==> src/rtl/nn_frame_sequencer.sv <==
// Frames a sample stream around an HLS core's ap_fifo ports: one inference at a time,
// exactly size_input samples in (pad/discard), exactly size_output results out with tlast.
module nn_frame_sequencer #(
    parameter int DWIDTH = 16,
    parameter int UWIDTH = 128,
    parameter int CWIDTH = 16
) (
    input  logic              ce_clk,
    input  logic              ce_rst,
    input  logic              clear,
    input  logic [CWIDTH-1:0] size_input,
    input  logic [CWIDTH-1:0] size_output,
    input  logic [DWIDTH-1:0] i_tdata,
    input  logic [UWIDTH-1:0] i_tuser,
    input  logic              i_tlast,
    input  logic              i_tvalid,
    output logic              i_tready,
    output logic [DWIDTH-1:0] core_dout,
    output logic              core_empty_n,
    input  logic              core_read,
    input  logic [DWIDTH-1:0] core_din,
    output logic              core_full_n,
    input  logic              core_write,
    output logic [DWIDTH-1:0] o_tdata,
    output logic [UWIDTH-1:0] o_tuser,
    output logic              o_tlast,
    output logic              o_tvalid,
    input  logic              o_tready,
    output logic              busy,
    output logic [CWIDTH-1:0] frame_count,
    output logic [CWIDTH-1:0] pad_count,
    output logic [CWIDTH-1:0] drop_count
);

    localparam logic [CWIDTH-1:0] CNT_ONE  = {{(CWIDTH-1){1'b0}}, 1'b1};
    localparam logic [CWIDTH-1:0] CNT_ZERO = {CWIDTH{1'b0}};

    typedef enum logic [2:0] {
        ST_IDLE     = 3'd0,
        ST_FEED     = 3'd1,
        ST_PAD      = 3'd2,
        ST_DISCARD  = 3'd3,
        ST_WAIT_OUT = 3'd4
    } state_t;

    state_t            state_r, state_s;
    logic [UWIDTH-1:0] hdr_r;
    logic [CWIDTH-1:0] s_in_r, s_out_r, in_cnt_r, out_cnt_r;
    logic [CWIDTH-1:0] frame_cnt_r, pad_cnt_r, drop_cnt_r;
    logic              out_done_r;

    logic start_s, in_inc_s, pad_inc_s, drop_inc_s, frame_inc_s;
    logic in_last_s, out_active_s, out_last_s, out_hs_s, out_done_s;

    assign in_last_s   = (in_cnt_r == (s_in_r - CNT_ONE));
    assign busy        = (state_r != ST_IDLE);
    assign o_tuser     = hdr_r;
    assign frame_count = frame_cnt_r;
    assign pad_count   = pad_cnt_r;
    assign drop_count  = drop_cnt_r;

    // Output side: results pass straight through until size_output handshakes, then stall the core
    always_comb begin
        out_active_s = (state_r != ST_IDLE) && !out_done_r;
        out_last_s   = (out_cnt_r == (s_out_r - CNT_ONE));
        out_hs_s     = out_active_s && core_write && o_tready;
        out_done_s   = out_done_r || (out_hs_s && out_last_s);
        o_tvalid     = out_active_s && core_write;
        o_tdata      = out_active_s ? core_din : {DWIDTH{1'b0}};
        o_tlast      = out_active_s && out_last_s;
        core_full_n  = out_active_s && o_tready;
    end

    // Input-side next state and core feed/handshake outputs
    always_comb begin
        state_s      = state_r;
        i_tready     = 1'b0;
        core_empty_n = 1'b0;
        core_dout    = {DWIDTH{1'b0}};
        start_s      = 1'b0;
        in_inc_s     = 1'b0;
        pad_inc_s    = 1'b0;
        drop_inc_s   = 1'b0;
        frame_inc_s  = 1'b0;
        case (state_r)
            ST_IDLE: begin
                if (i_tvalid) begin
                    start_s = 1'b1;
                    state_s = ST_FEED;
                end else begin
                    state_s = ST_IDLE;
                end
            end
            ST_FEED: begin
                core_dout    = i_tdata;
                core_empty_n = i_tvalid;
                i_tready     = core_read;
                if (i_tvalid && core_read) begin
                    in_inc_s = 1'b1;
                    if (in_last_s) begin
                        state_s = i_tlast ? ST_WAIT_OUT : ST_DISCARD;
                    end else if (i_tlast) begin
                        pad_inc_s = 1'b1;
                        state_s   = ST_PAD;
                    end else begin
                        state_s = ST_FEED;
                    end
                end else begin
                    state_s = ST_FEED;
                end
            end
            ST_PAD: begin
                core_empty_n = 1'b1;
                if (core_read) begin
                    in_inc_s = 1'b1;
                    state_s  = in_last_s ? ST_WAIT_OUT : ST_PAD;
                end else begin
                    state_s = ST_PAD;
                end
            end
            ST_DISCARD: begin
                i_tready = 1'b1;
                if (i_tvalid) begin
                    drop_inc_s = 1'b1;
                    state_s    = i_tlast ? ST_WAIT_OUT : ST_DISCARD;
                end else begin
                    state_s = ST_DISCARD;
                end
            end
            ST_WAIT_OUT: begin
                if (out_done_s) begin
                    frame_inc_s = 1'b1;
                    state_s     = ST_IDLE;
                end else begin
                    state_s = ST_WAIT_OUT;
                end
            end
            default: begin
                state_s = ST_IDLE;
            end
        endcase
    end

    // State, per-frame latches and status counters
    always_ff @(posedge ce_clk) begin
        if (ce_rst || clear) begin
            state_r     <= ST_IDLE;
            hdr_r       <= {UWIDTH{1'b0}};
            s_in_r      <= CNT_ONE;
            s_out_r     <= CNT_ONE;
            in_cnt_r    <= CNT_ZERO;
            out_cnt_r   <= CNT_ZERO;
            out_done_r  <= 1'b0;
            frame_cnt_r <= CNT_ZERO;
            pad_cnt_r   <= CNT_ZERO;
            drop_cnt_r  <= CNT_ZERO;
        end else begin
            state_r <= state_s;
            if (start_s) begin
                // Header is captured only here, so it always belongs to the frame being processed
                hdr_r      <= i_tuser;
                s_in_r     <= (size_input == CNT_ZERO) ? CNT_ONE : size_input;
                s_out_r    <= (size_output == CNT_ZERO) ? CNT_ONE : size_output;
                in_cnt_r   <= CNT_ZERO;
                out_cnt_r  <= CNT_ZERO;
                out_done_r <= 1'b0;
            end else begin
                if (in_inc_s) in_cnt_r <= in_cnt_r + CNT_ONE;
                if (out_hs_s) out_cnt_r <= out_cnt_r + CNT_ONE;
                if (out_hs_s && out_last_s) out_done_r <= 1'b1;
            end
            if (frame_inc_s) frame_cnt_r <= frame_cnt_r + CNT_ONE;
            if (pad_inc_s)   pad_cnt_r   <= pad_cnt_r + CNT_ONE;
            if (drop_inc_s)  drop_cnt_r  <= drop_cnt_r + CNT_ONE;
        end
    end

endmodule

==> config.mk <==
export PLATFORM = sky130hd
export DESIGN_NAME = nn_frame_sequencer
export DESIGN_NICKNAME = d
export VERILOG_FILES = /design/src/rtl/nn_frame_sequencer.sv
export SDC_FILE = /design/constraint.sdc
export NUM_CORES = 1
export LEC_CHECK = 0
export ABC_AREA = 1
export BUFFER_PORTS_ARGS = -buffer_cell sky130_fd_sc_hd__buf_2
export CAP_MARGIN = 20
export CORE_ASPECT_RATIO = 0.8
export CORE_MARGIN = 5
export CORE_UTILIZATION = 49
export DETAILED_ROUTE_END_ITERATION = 16
export PLACE_DENSITY_LB_ADDON = 0.05
export REMOVE_ABC_BUFFERS = 1
export SYNTH_ARGS = -nofsm -noshare
export SYNTH_HDL_FRONTEND = slang
export SYNTH_SLANG_ARGS = --single-unit
==> constraint.sdc <==
create_clock -name ce_clk -period 3.1 [get_ports ce_clk]
set_input_delay 0 -clock ce_clk [delete_from_list [all_inputs] [get_ports ce_clk]]
set_output_delay 0 -clock ce_clk [all_outputs]
set_load 0.01 [all_outputs]
==> reports/results.tsv <==
stage	metric	value	unit
status	status	finished, final reports clean	
cells_and_area	layout-drive-gt1-share	28.3	%
routing	first_iter_violations	815	
yosys	synth_flop_cell	dfxtp_1	
global_routing	grt-ovfl-total	0	
global_routing	met3_usage	6.00	%
sta	max_freq	348	MHz
setup_path	cp_data_arrival_time	3.29	ns
power	p_leak	0.00759	uW
cells_and_area	final_common_cell	buf_2	
power	p_per_area	469	mW/mm2
routing	vias_per_cell	5.23	
yosys	yosysUniqueCellTypes	45	
global_routing	grt_max_degree	73	
placement	hpwl	26.0	mm
run	drv_cap	0	
global_routing	grt_pass1_wl	59.2	mm
die	start_util	49.8	%
yosys	synth_warnings	0	
routing	wire_per_inst	17.2	um
yosys	synth_area_leader_cell	dfxtp_1	
cts	clk_latency	0.54	ns
cells_and_area	final_cell_mix	buf_2 (413), dfxtp_1 (244), nand2_1 (222), dlygate4sd3_1 (169), inv_1 (155)	
global_routing	antenna_found_initial	3	
yosys	async_flop_share	0	%
sta	clock_skew	0.0111	ns
setup_path	r2r_slack	0.23	ns
cts	cts.sinks	244	
global_routing	grt_pass1_vias	11192	
routing	ant_nets	0	
routing	dr.pass1.iters	5	
die	core_area	0.0216	mm2
cts	cts_buffers	25	
sta	finalCritPeriodShare	92.7	%
sta	hold_viol	0	
sta	hold-worst-slack	0.0288	ns
setup_path	endpoint_kind	flop	
setup_path	cp_data_required_time	3.52	ns
die	die_y	142	um
die	dieArea	0.0250	mm2
cells_and_area	syn2layout_area_growth	47.2	%
cts	ctsLongestPathBuffers	3	
yosys	syn_area	0.0107	mm2
setup_path	crit_fanout	6	
die	die_x	176	um
worst_hold_path	min_path_type	in2reg	
placement	gp_congestion	0.938	
setup_path	slowest_stage	dfxtp_1	
cts	htreeDepth	1	
yosys	synthCells	1323	
cts	root_buffer	clkbuf_16	
sta	slew_headroom	56.3	%
cts	cts.clk_slew.worst_paths	0.06	ns
routing	drc_errors	0	
die	ios	414	
sta	setup_violations	0	
setup_path	cpPeakStageDelay	0.35	ns
placement	port_buffers	413	
sta	drv_slew	0	
die	row_count	48	
yosys	synth.avg_cell_area	8.12	um2
yosys	ys_ff_latch	244	
setup_path	startpoint_type	flop	
routing	routed-via-count	11485	
yosys	yosysTopAreaCellShare	45.5	%
setup_path	path_cells	nor2_1 > nand2_1 > nor2_1 > nand2_1 > nand2_1 > nand2_1 > nand2_1 > nand4_1 > nor3_2 > nand4_1 > ha_2 > nand3_4 > nor2_4 > inv_2 > nor2_4 > nand3_4 > nor2_4 > nand2_4 > nor2_4 > or2_1 > nand2_1 > nor2_2	
setup_path	crit_buf_inv	1	
power	vdd_drop_max	0.000433	V
yosys	synth-edff-count	0	
global_routing	top_usage_layer	met2	
routing	wl	37.8	mm
cts	cts_tree	yes	
global_routing	use_met1	36.7	%
sta	finalSetupTns	0	ns
yosys	synth-seq-area-share	45.5	%
yosys	synth_area_leaders	dfxtp_1 (45%), a22o_1 (11%), nand2_1 (7.8%), inv_1 (5.6%), nor2_1 (4.0%)	
global_routing	grtUsageTotal	28.8	%
global_routing	grt_use_met2	48.2	%
setup_path	cp_common_cell	nand2_1	
sta	worst_pin_slew	0.650	ns
cells_and_area	nets	2110	
sta	fin_crit	2.87	ns
setup_path	crit_family	simple AND/OR/NAND/NOR gates	
setup_path	path_class	reg2reg	
==> flip-flops by register name (all words and copies together) (netlist names) <==
name / flops
o_tuser: 128
drop_count: 16
frame_count: 16
in_cnt_r: 16
out_cnt_r: 16
pad_count: 16
s_in_r: 16
s_out_r: 16
state_r: 3
out_done_r: 1
==> repair_timing <==
action / 4_1_cts / 5_1_grt
pin swaps: 0 / 6
gates resized for setup: 1 / 20
hold endpoints to repair: 174 / 0
endpoints found under the setup margin: 1 / 7
setup buffers: 0 / 5
hold buffers: 169 / 0
==> cell type report <==
| class | instances | area, um2 |
|---|---|---|
| Fill cell | 1650 | 5750 |
| Multi-Input combinational cell | 864 | 5110 |
| Sequential cell | 244 | 4880 |
| Timing Repair Buffer | 600 | 3930 |
| Clock buffer | 35 | 733 |
| Inverter | 166 | 628 |
| Tap cell | 275 | 344 |
| Clock inverter | 11 | 175 |
| Antenna cell | 3 | 7.51 |
==> cells in the mapped netlist, types with 6 or more instances <==
library cell / instances
ha_1: 9
buf_2: 15
nand4_1: 25
xor2_1: 24
nor3_1: 33
nor2_1: 115
nor2_2: 10
clkbuf_1: 32
a21oi_1: 71
xnor2_1: 20
nor4_1: 15
nand2_1: 222
a22o_1: 135
inv_1: 159
o21ai_0: 55
nand3b_1: 6
dfxtp_1: 244
nand3_1: 62
nor2_4: 8
==> per-stage QoR <==
| step | area [um2] | total power (uW) | utilization [%] | std cells | worst slack [ns] |
|---|---|---|---|---|---|
| after floorplan | 10500 | 3660 | - | 1274 | -3.64 |
| after detailed placement | 13100 | 3980 | 60.7 | 1975 | -0.0149 |
| after global routing | 15800 | 7690 | 73.3 | 2198 | -0.0195 |
| after global placement | 13100 | 3970 | 60.7 | 1975 | 0.113 |
| final | 15800 | 7420 | 73.3 | 2198 | 0.225 |
| after CTS | 15700 | 7430 | 72.7 | 2190 | 0.00700 |
==> cells by family (layout without fill, tap and decap cells) <==
| logic type | count (synthesis) | count (layout) | share of synthesized area, % |
|---|---|---|---|
| AOI/OAI and AO/OA | 277 | 277 | 18.0 |
| xor gates and xnor gates | 44 | 44 | 3.59 |
| adders and majority gates | 9 | 9 | 1.05 |
| buffers and inverters | 215 | 812 | 7.85 |
| DFF | 244 | 244 | 45.5 |
| other | 0 | 3 | 0 |
| and+or+nand+nor | 534 | 534 | 24.1 |
==> metal layers <==
metal,vias up,share of wire [%]
met1,5264,42
met3,94,7.7
met5,-,0
li1,5617,-
met2,510,46
met4,0,4.5
==> worst reg2reg max path, cell delays in order (launching register included) <==
cell	delay, ns
dfxtp_1	0.35
nor2_1	0.19
nand2_1	0.14
nor2_1	0.24
nand2_1	0.12
nand2_1	0.10
nand2_1	0.05
nand2_1	0.08
nand4_1	0.11
nor3_2	0.23
nand4_1	0.12
ha_2	0.20
nand3_4	0.13
nor2_4	0.04
inv_2	0.08
nor2_4	0.04
nand3_4	0.07
nor2_4	0.05
nand2_4	0.07
nor2_4	0.03
or2_1	0.20
nand2_1	0.08
nor2_2	0.04
==> worst paths after layout <==
path	from	depth (start not counted)	end
worst max-delay path	s_in_r[6]	22	pad_count[15]
worst min-delay path	ce_rst	5	pad_count[12]
worst max register to register	s_in_r[6]	22	pad_count[15]
worst min register to register	o_tuser[42]	1	o_tuser[42]
==> power by group <==
group	switching [uW]	internal, uW	leakage [uW]
clock	1300	1990	0.000444
sequential	53.0	3210	0.00198
combinational	434	425	0.00517
total	1790	5630	0.00759
(Power assumes the default switching activity.)
